### config.mk
export PLATFORM = sky130hd
export DESIGN_NAME = bw_capture_flat
export DESIGN_NICKNAME = d
export VERILOG_FILES = /design/src/rtl/bw_pkg.sv /design/src/rtl/bw_capture_if.sv /design/src/rtl/bw_row_accum.sv /design/src/rtl/bw_capture.sv /design/src/flat_wrapper.sv
export SDC_FILE = /design/constraint.sdc
export NUM_CORES = 1
export LEC_CHECK = 0
export CAP_MARGIN = 40
export CORE_MARGIN = 8
export CORE_UTILIZATION = 55
export DETAILED_ROUTE_END_ITERATION = 7
export PLACE_DENSITY = 0.86
export SLEW_MARGIN = 20
export SYNTH_ARGS = -nofsm -noshare
export SYNTH_HDL_FRONTEND = slang
export SYNTH_HIERARCHICAL = 1
export SYNTH_SLANG_ARGS = --single-unit
### constraint.sdc
create_clock -name clk -period 4.1 [get_ports clk]
set_clock_uncertainty 0.05 [all_clocks]
set_input_delay 0.41 -clock clk [delete_from_list [all_inputs] [get_ports clk]]
set_output_delay 0.41 -clock clk [all_outputs]
set_load 0.02 [all_outputs]
### src/rtl/bw_pkg.sv
// bw_pkg: shared geometry, accumulator width, FSM states and RAM address type for the BW capture path
package bw_pkg;
   localparam int IMG_DIM = 28;
   localparam int IMG_PIXELS = 784;
   localparam int SCALE = 8;
   localparam int ROI_DIM = 224;
   localparam int ACC_W = 14;
   typedef enum logic [1:0] {IDLE, WAIT_FRAME, CAPTURE, DONE} bw_cap_state_t;
   typedef logic [9:0] bw_addr_t;
endpackage

### src/rtl/bw_capture_if.sv
// bw_capture_if: raster luminance stream from the camera/VGA source, with frame origin marker
interface bw_capture_if;
   import bw_pkg::*;
   logic frame_start;
   logic pix_valid;
   bw_addr_t pix_x;
   bw_addr_t pix_y;
   logic [7:0] pix_lum;
   modport master (output frame_start, pix_valid, pix_x, pix_y, pix_lum);
   modport slave (input frame_start, pix_valid, pix_x, pix_y, pix_lum);
endinterface

### src/rtl/bw_row_accum.sv
// bw_row_accum: one partial block sum per cell column of the cell row currently streaming past
module bw_row_accum import bw_pkg::*; (
   input  logic clk,
   input  logic reset_n,
   input  logic en,
   input  logic load,
   input  logic [4:0] col,
   input  logic [7:0] lum,
   output logic [ACC_W-1:0] sum
);
   logic [ACC_W-1:0] acc [IMG_DIM];
   assign sum = acc[col] + ACC_W'(lum);
   always_ff @(posedge clk or negedge reset_n)
      if (!reset_n) for (int i = 0; i < IMG_DIM; i++) acc[i] <= '0;
      else if (en) acc[col] <= load ? ACC_W'(lum) : sum;
endmodule

### src/rtl/bw_capture.sv
// bw_capture: crops a 224x224 ROI, box-averages each 8x8 block to one bit, writes the 28x28 image
module bw_capture import bw_pkg::*; #(
   parameter int X0 = 208,
   parameter int Y0 = 128,
   parameter int THRESH = 128,
   parameter bit INVERT = 1'b0
) (
   input  logic clk,
   input  logic reset_n,
   input  logic start,
   bw_capture_if.slave pix,
   output logic bw_wren,
   output bw_addr_t bw_wraddr,
   output logic bw_wrdata,
   output logic pixl_ready,
   output logic busy
);
   bw_cap_state_t state, state_nxt;
   bw_addr_t lx, ly, cnt;
   logic [ACC_W-1:0] sum;
   logic acc_en, wr_fire, restart;
   assign lx = pix.pix_x - bw_addr_t'(X0);
   assign ly = pix.pix_y - bw_addr_t'(Y0);
   assign acc_en = pix.pix_valid && pix.pix_x >= bw_addr_t'(X0) && lx < bw_addr_t'(ROI_DIM)
                && pix.pix_y >= bw_addr_t'(Y0) && ly < bw_addr_t'(ROI_DIM);
   assign restart = pix.frame_start && (state == WAIT_FRAME || state == CAPTURE);
   // frame_start beats a completing pixel arriving in the same cycle
   assign wr_fire = acc_en && &lx[2:0] && &ly[2:0] && state == CAPTURE && !pix.frame_start;
   assign busy = state == WAIT_FRAME || state == CAPTURE;
   assign pixl_ready = state == DONE;

   bw_row_accum u_accum (
      .clk,
      .reset_n,
      .en(acc_en),
      .load(lx[2:0] == 3'd0 && ly[2:0] == 3'd0),
      .col(lx[7:3]),
      .lum(pix.pix_lum),
      .sum
   );

   always_ff @(posedge clk or negedge reset_n)
      if (!reset_n) state <= IDLE;
      else state <= state_nxt;

   always_comb begin
      state_nxt = state;
      unique case (state)
         IDLE:       state_nxt = start ? WAIT_FRAME : IDLE;
         WAIT_FRAME: state_nxt = pix.frame_start ? CAPTURE : WAIT_FRAME;
         CAPTURE:    state_nxt = (bw_wren && bw_wraddr == bw_addr_t'(IMG_PIXELS - 1)) ? DONE : CAPTURE;
         DONE:       state_nxt = IDLE;
      endcase
   end

   // raster order makes the running cell count equal to r*28+c
   always_ff @(posedge clk or negedge reset_n)
      if (!reset_n) begin
         bw_wren <= 1'b0;
         bw_wraddr <= '0;
         bw_wrdata <= 1'b0;
         cnt <= '0;
      end else begin
         bw_wren <= wr_fire;
         cnt <= restart ? '0 : wr_fire ? cnt + 1'b1 : cnt;
         if (wr_fire) begin
            bw_wraddr <= cnt;
            bw_wrdata <= (sum >= ACC_W'(THRESH * SCALE * SCALE)) ^ INVERT;
         end
      end
endmodule

### src/flat_wrapper.sv
// flat-port wrapper written by rule: the top's interface ports become plain ports
module bw_capture_flat import bw_pkg::*;
#(
   parameter int X0 = 208,
   parameter int Y0 = 128,
   parameter int THRESH = 128,
   parameter bit INVERT = 1'b0
)
  (clk, reset_n, start, bw_wren, bw_wraddr, bw_wrdata, pixl_ready, busy, pix_frame_start, pix_pix_valid, pix_pix_x, pix_pix_y, pix_pix_lum);
  bw_capture_if pix_i ();
  input  logic clk;
  input  logic reset_n;
  input  logic start;
  output logic bw_wren;
  output bw_addr_t bw_wraddr;
  output logic bw_wrdata;
  output logic pixl_ready;
  output logic busy;
  input wire logic [$bits(pix_i.frame_start)-1:0] pix_frame_start;
  input wire logic [$bits(pix_i.pix_valid)-1:0] pix_pix_valid;
  input wire logic [$bits(pix_i.pix_x)-1:0] pix_pix_x;
  input wire logic [$bits(pix_i.pix_y)-1:0] pix_pix_y;
  input wire logic [$bits(pix_i.pix_lum)-1:0] pix_pix_lum;
  assign pix_i.frame_start = pix_frame_start;
  assign pix_i.pix_valid = pix_pix_valid;
  assign pix_i.pix_x = pix_pix_x;
  assign pix_i.pix_y = pix_pix_y;
  assign pix_i.pix_lum = pix_pix_lum;
  bw_capture #(.X0(X0), .Y0(Y0), .THRESH(THRESH), .INVERT(INVERT)) u_core (.clk(clk), .reset_n(reset_n), .start(start), .pix(pix_i), .bw_wren(bw_wren), .bw_wraddr(bw_wraddr), .bw_wrdata(bw_wrdata), .pixl_ready(pixl_ready), .busy(busy));
endmodule
; Word-level counts from Yosys, hierarchy flattened
; Index checks and enable logic that the tools add are counted.
[totals]
inputBits = 33
regBits = 416
out_inout_bits = 14
word_cells = 82
[op_classes]
mux = 13
n_bitwise = 1
n_eq_ne = 4
addsub = 4
magnitude_cmp = 7
n_reduce_logical = 20
[op_table]
columns = cell, n
row1 = bitwise mux 392 bit, 1
row2 = binary-select mux 14 bit (select 5 bit), 1
row3 = demux 14 bit (select 5 bit), 1
row4 = 2-to-1 mux 14 bit, 4
row5 = >= comparator 10 x 8 -> 1 bit (second input constant), 2
row6 = < comparator 10 x 8 -> 1 bit (second input constant), 2
row7 = 2-to-1 mux 10 bit, 2
row8 = subtractor 10 x 8 -> 10 bit (second input constant), 2
row9 = adder 14 x 8 -> 14 bit, 1
row10 = >= comparator 14 bit (second input constant), 1
row11 = logical AND 1 bit, 12
row12 = adder 10 x 1 -> 10 bit (second input constant), 1
row13 = equality test 10 bit (second input constant), 1
row14 = one-hot mux 2 bit (4 select lines), 1
row15 = >= comparator 6 bit (second input constant), 1
row16 = logical NOT 3 bit, 2
row17 = < comparator 6 x 1 -> 1 bit (second input constant), 1
row18 = inverter 5 -> 6 bit, 1
row19 = AND reduction 3 bit, 2
row20 = equality test 2 bit (second input constant), 2
row21 = equality test 2 x 1 -> 1 bit (second input constant), 1
row22 = logical NOT 2 bit, 1
row23 = 2-to-1 mux 1 bit, 2
row24 = 2-to-1 mux 2 bit, 1
row25 = 3 further kinds, 3

; Logic depth before layout (Yosys ltp)
[logic_depth]
depth_word = 11
mapped_depth = 24
ltp_nobuf = 19

; Modules after synthesis
; The synthesis kept the hierarchy.
[by_module_without_submodules]
columns = mod, area_each_um2, n_inst, seq_area_each_um2, cells_per_inst
row1 = bw_row_accum, 17598.1, 1, 9809.4, 1572
row2 = bw_capture, 1455.1, 1, 600.6, 145

; Worst setup path after synthesis
; Ideal clock, no wire load.
[synth_timing]
kind = input -> register
start = input pix_pix_x[3]
end = register u_core/u_accum/acc[178] in the netlist's numbering
n_path_buf = 9
arrival_time_ns = 5.048
path_slack_ns = -1.119
stages = 21
setup_ns = 0.121
t_required_ns = 3.929
path_cell_list = buf_6 buf_6 buf_4 buf_4 buf_4 buf_2 buf_2 mux4_2 a221o_1 ha_1 fa_1 a21o_1 a21oi_1 nor2b_1 o21a_1 o21ai_0 nor2_1 xnor2_1 buf_2 buf_2 a22o_1
[synth_between]
elab_chain_cells = 8
elab_cells_between_ends = 19
classes_between = add/sub: 2 / order compare: 4 / mux: 7 / bitwise: 1 / reduce/logical: 5
[synth_rtl]
columns = element, line
row1 = "start, declared", flat_wrapper.sv:21  ; input wire logic [$bits(pix_i.pix_x)-1:0] pix_pix_x;
row2 = subtractor 10 x 8 -> 10 bit, bw_capture.sv:22  ; assign lx = pix.pix_x - bw_addr_t'(X0);
row3 = inverter 5 -> 6 bit, "bw_row_accum.sv:12, bw_row_accum.sv:15"
row4 = binary-select mux 14 bit (select 5 bit), bw_row_accum.sv:12  ; assign sum = acc[col] + ACC_W'(lum);
row5 = 2-to-1 mux 14 bit (implied by the code) (2 in a row), bw_row_accum.sv:12
row6 = adder 14 x 8 -> 14 bit, bw_row_accum.sv:12
row7 = 2-to-1 mux 14 bit, bw_row_accum.sv:15  ; else if (en) acc[col] <= load ? ACC_W'(lum) : sum;
row8 = bitwise mux 392 bit, bw_row_accum.sv:15
row9 = "end signal, assigned by index", bw_row_accum.sv:15
row10 = "end, declared", bw_row_accum.sv:11  ; logic [ACC_W-1:0] acc [IMG_DIM];
; Several ways; a longest one is shown, not always the timed one. The select of a mux whose other input is x is not followed.
; A chain may end at the register's enable or synchronous reset.

; Final worst setup path
[layout_timing]
start = input pix_pix_x[5]
end = register u_core/u_accum/acc[64] in the netlist's numbering
[layout_between]
elab_chain_cells = 8
elab_cells_between_ends = 19
classes_between = add/sub: 2 / order compare: 4 / mux: 7 / bitwise: 1 / reduce/logical: 5
[layout_rtl]
columns = element, line
row1 = subtractor 10 x 8 -> 10 bit, bw_capture.sv:22
row2 = via u_core.lx[5], bw_capture.sv:19  ; bw_addr_t lx, ly, cnt;
row3 = inverter 5 -> 6 bit (implied by the code), bw_row_accum.sv:12
row4 = binary-select mux 14 bit (select 5 bit), bw_row_accum.sv:12
row5 = 2-to-1 mux 14 bit (implied by the code) (2 in a row), bw_row_accum.sv:12
row6 = adder 14 x 8 -> 14 bit, bw_row_accum.sv:12
row7 = via u_core.sum[8], bw_capture.sv:20  ; logic [ACC_W-1:0] sum;
row8 = 2-to-1 mux 14 bit, bw_row_accum.sv:15
row9 = bitwise mux 392 bit, bw_row_accum.sv:15
; The timed path passes the listed nets, and every way through them passes these cells. The select of a mux whose other input is x is not followed.

==> results.yml <==
floorplanning:
  top_level_ports: 47
  floorplan.initialDensity: 0.556
  dieWidth_um: 202
  die_height_um: 202
  rows: 68
  floorplan_die_area_mm2: 0.0408
  core-area_mm2: 0.0343
placed_design:
  placed_area_mm2: 0.0210
  portBuffers: 46
  detailedPlacementHpwl_um: 34900
  dpl_worst_slack_ns: -0.600
  gp_routability_congestion: 0.909
routing:
  post-route-drc-count: 0
  totalWireLength_um: 54800
  avgViaCountPerCell: 6.52
  route.vias.total: 15148
  drt_first_pass_iters: 5
  routed_wire_length_per_instance_um: 23.6
  drtIter0Drc: 1735
  detail-route-antenna-nets: 0
clock_network:
  clkSlewWorstSetupHoldPaths_ns: 0.06
  tritoncts_clock_tree: "yes"
  cts_made_buffers: 42
  cts_num_sinks: 416
  clk_path_buf_depth: 3
  cts_root_buffer: "clkbuf_16"
  htreeDepth: 2
  clkLatencyLatePin_ns: 0.54
run_status:
  outcome: "complete, but fails checks"
  failed_checks: "setup timing"
logic_synthesis:
  synth-warning-count: 6
  post_synthesis_cells: 1716
  mappedNetlistArea_mm2: 0.0190
  synth_nets: 1766
  synth_area_per_cell_um2: 11.1
timing:
  timing.final.crit_period_ns: 4.10
  clock.fmax_mhz: 244
  setup_viol_count_final: 1
  fin_ws_ns: -0.00408
  min_period_over_period: 1.00
  transition_time_at_the_pin_with_the_least_slew_margin_ns: 0.917
  slew_headroom: 0.388
  final_max_slew_viol_count: 0
  grt_setup_unrepaired: "yes"
  finalHoldViolCount: 0
job:
  max_cap_viol_count: 0
cells_and_area:
  layout-drive-gt1-share: 0.209
  final_design_area_no_fill_mm2: 0.0227
  utilization: 0.662
  nets: 1891
  area_delta_synth_final_pct: 19.1
  antenna_cells_inserted: 0
  fillCellCount: 2269
  area.sequential_mm2: 0.0104
  multiInputGateArea_mm2: 0.00816
critical_path:
  req_time_crit_path_ns: 4.48
  ff2ff_setup_slack_ns: 0.30
  cp_data_arrival_time_ns: 4.48
  critical_path_peak_fanout: 28
  cp-end-kind: "flop"
  worstSetupStartpointType: "input pin"
  setup.worst_path.class: "in2reg"
global_routing:
  grt-ovfl-total: 0
  grt_pass1_vias: 15813
  globalRouteTotalUtil: 0.262
  antenna_found_initial: 0
  grt_start_max_net_pins: 116
  grt_pass1_wl_um: 85900
power_and_ir_drop:
  p_leak_uw: 0.0102
  pwr_density_cell_mw_per_mm2: 406
  ir_drop_v: 0.000329
min_path:
  hold_path_class: "in2reg"
## registers in the layout, summed over array words and instances, names as in the netlist, named ones only
name / cells
u_core/cnt: 10
u_core/bw_wren: 1
u_core/u_accum/acc: 392
u_core/bw_wraddr: 10
u_core/bw_wrdata: 1
u_core/state: 1
## final cells by class
class,count,share of cell area
sequential,416,0.459
multi-input combinational,1150,0.360
timing repair buffer,214,0.0927
clock buffer,61,0.0535
tap,455,0.0251
clock inverter,11,0.00723
inverter,17,0.00292
## cell usage in the layout (no fill, tap or decap), drive strengths merged, types with 5 or more instances in the layout
cell type / count
xnor2: 10
mux2i: 31
buf: 166
or4: 5
dfrtp: 416
o22ai: 7
mux4: 98
a22o: 89
clkbuf: 64
a211oi: 5
a22oi: 8
a21oi: 24
nand2: 366
nand2b: 10
mux2: 14
or3: 9
nand3: 9
clkdlybuf4s50: 44
o21ai: 321
ha: 16
inv: 18
nor3: 11
nor2: 59
## per-layer routing
layer,global-route usage,wire (um),vias up
met3,0.0461,5140,225
met2,0.423,26500,926
met4,0.142,3290,0
met5,0,0,-
met1,0.334,19800,7616
li1,-,-,6381
## power by group
group | total (uW) | internal, uW | switching [uW]
Combinational | 1030 | 433 | 595
Sequential | 4300 | 4230 | 70.8
Clock | 3870 | 2300 | 1570
Total | 9210 | 6970 | 2240
## per-stage QoR
| stage | total power, uW | std cells | hold WS (ns) | setup TNS [ns] |
|---|---|---|---|---|
| after global placement | 5250 | 2240 | 0.406 | -85.55 |
| after CTS | 9150 | 2314 | 0.382 | 0 |
| after detailed placement | 5300 | 2240 | 0.415 | -117.25 |
| after global routing | 9480 | 2324 | 0.431 | -3.55 |
| final | 9210 | 2324 | 0.419 | -0.00408 |
| after floorplan | 4840 | 1716 | 0.0644 | -13.01 |
## worst paths after layout
| check | start | to | depth (start not counted) |
|---|---|---|---|
| min in group asynchronous | reset_n | asynchronous set/reset pin | 2 |
| worst min-delay path | start | u_core/state[0] | 3 |
| max in group asynchronous | reset_n | u_core/u_accum/acc[275] | 3 |
| worst min register to register | u_core/u_accum/acc[62] | u_core/u_accum/acc[62] | 2 |
| worst max register to register | u_core/u_accum/acc[42] | u_core/u_accum/acc[64] | 17 |
| worst max-delay path | pix_pix_x[5] | u_core/u_accum/acc[64] | 21 |
## worst max-delay path: stages
cell,delay (ns)
clkdlybuf4s50_1,0.49
buf_4,0.14
inv_1,0.05
ha_2,0.33
inv_1,0.09
buf_12,0.17
nor3b_1,0.14
buf_4,0.15
a22oi_1,0.21
o211ai_1,0.21
buf_4,0.20
fa_2,0.35
a21o_1,0.19
a21oi_2,0.14
nor2b_1,0.07
o21a_1,0.22
o21ai_4,0.19
xor2_1,0.20
nand2_2,0.09
buf_12,0.19
o21ai_0,0.26
## repair_timing
action | in CTS | in global routing
hold endpoints to repair | 107 | 0
buffers inserted | 1 | 7
gates resized for setup | 1 | 44
hold buffers | 1 | 0
gates cloned | 0 | 3
pin swaps | 1 | 8
endpoints found under the setup margin | 55 | 247
No activity file was read; power rests on OpenSTA's default activity.
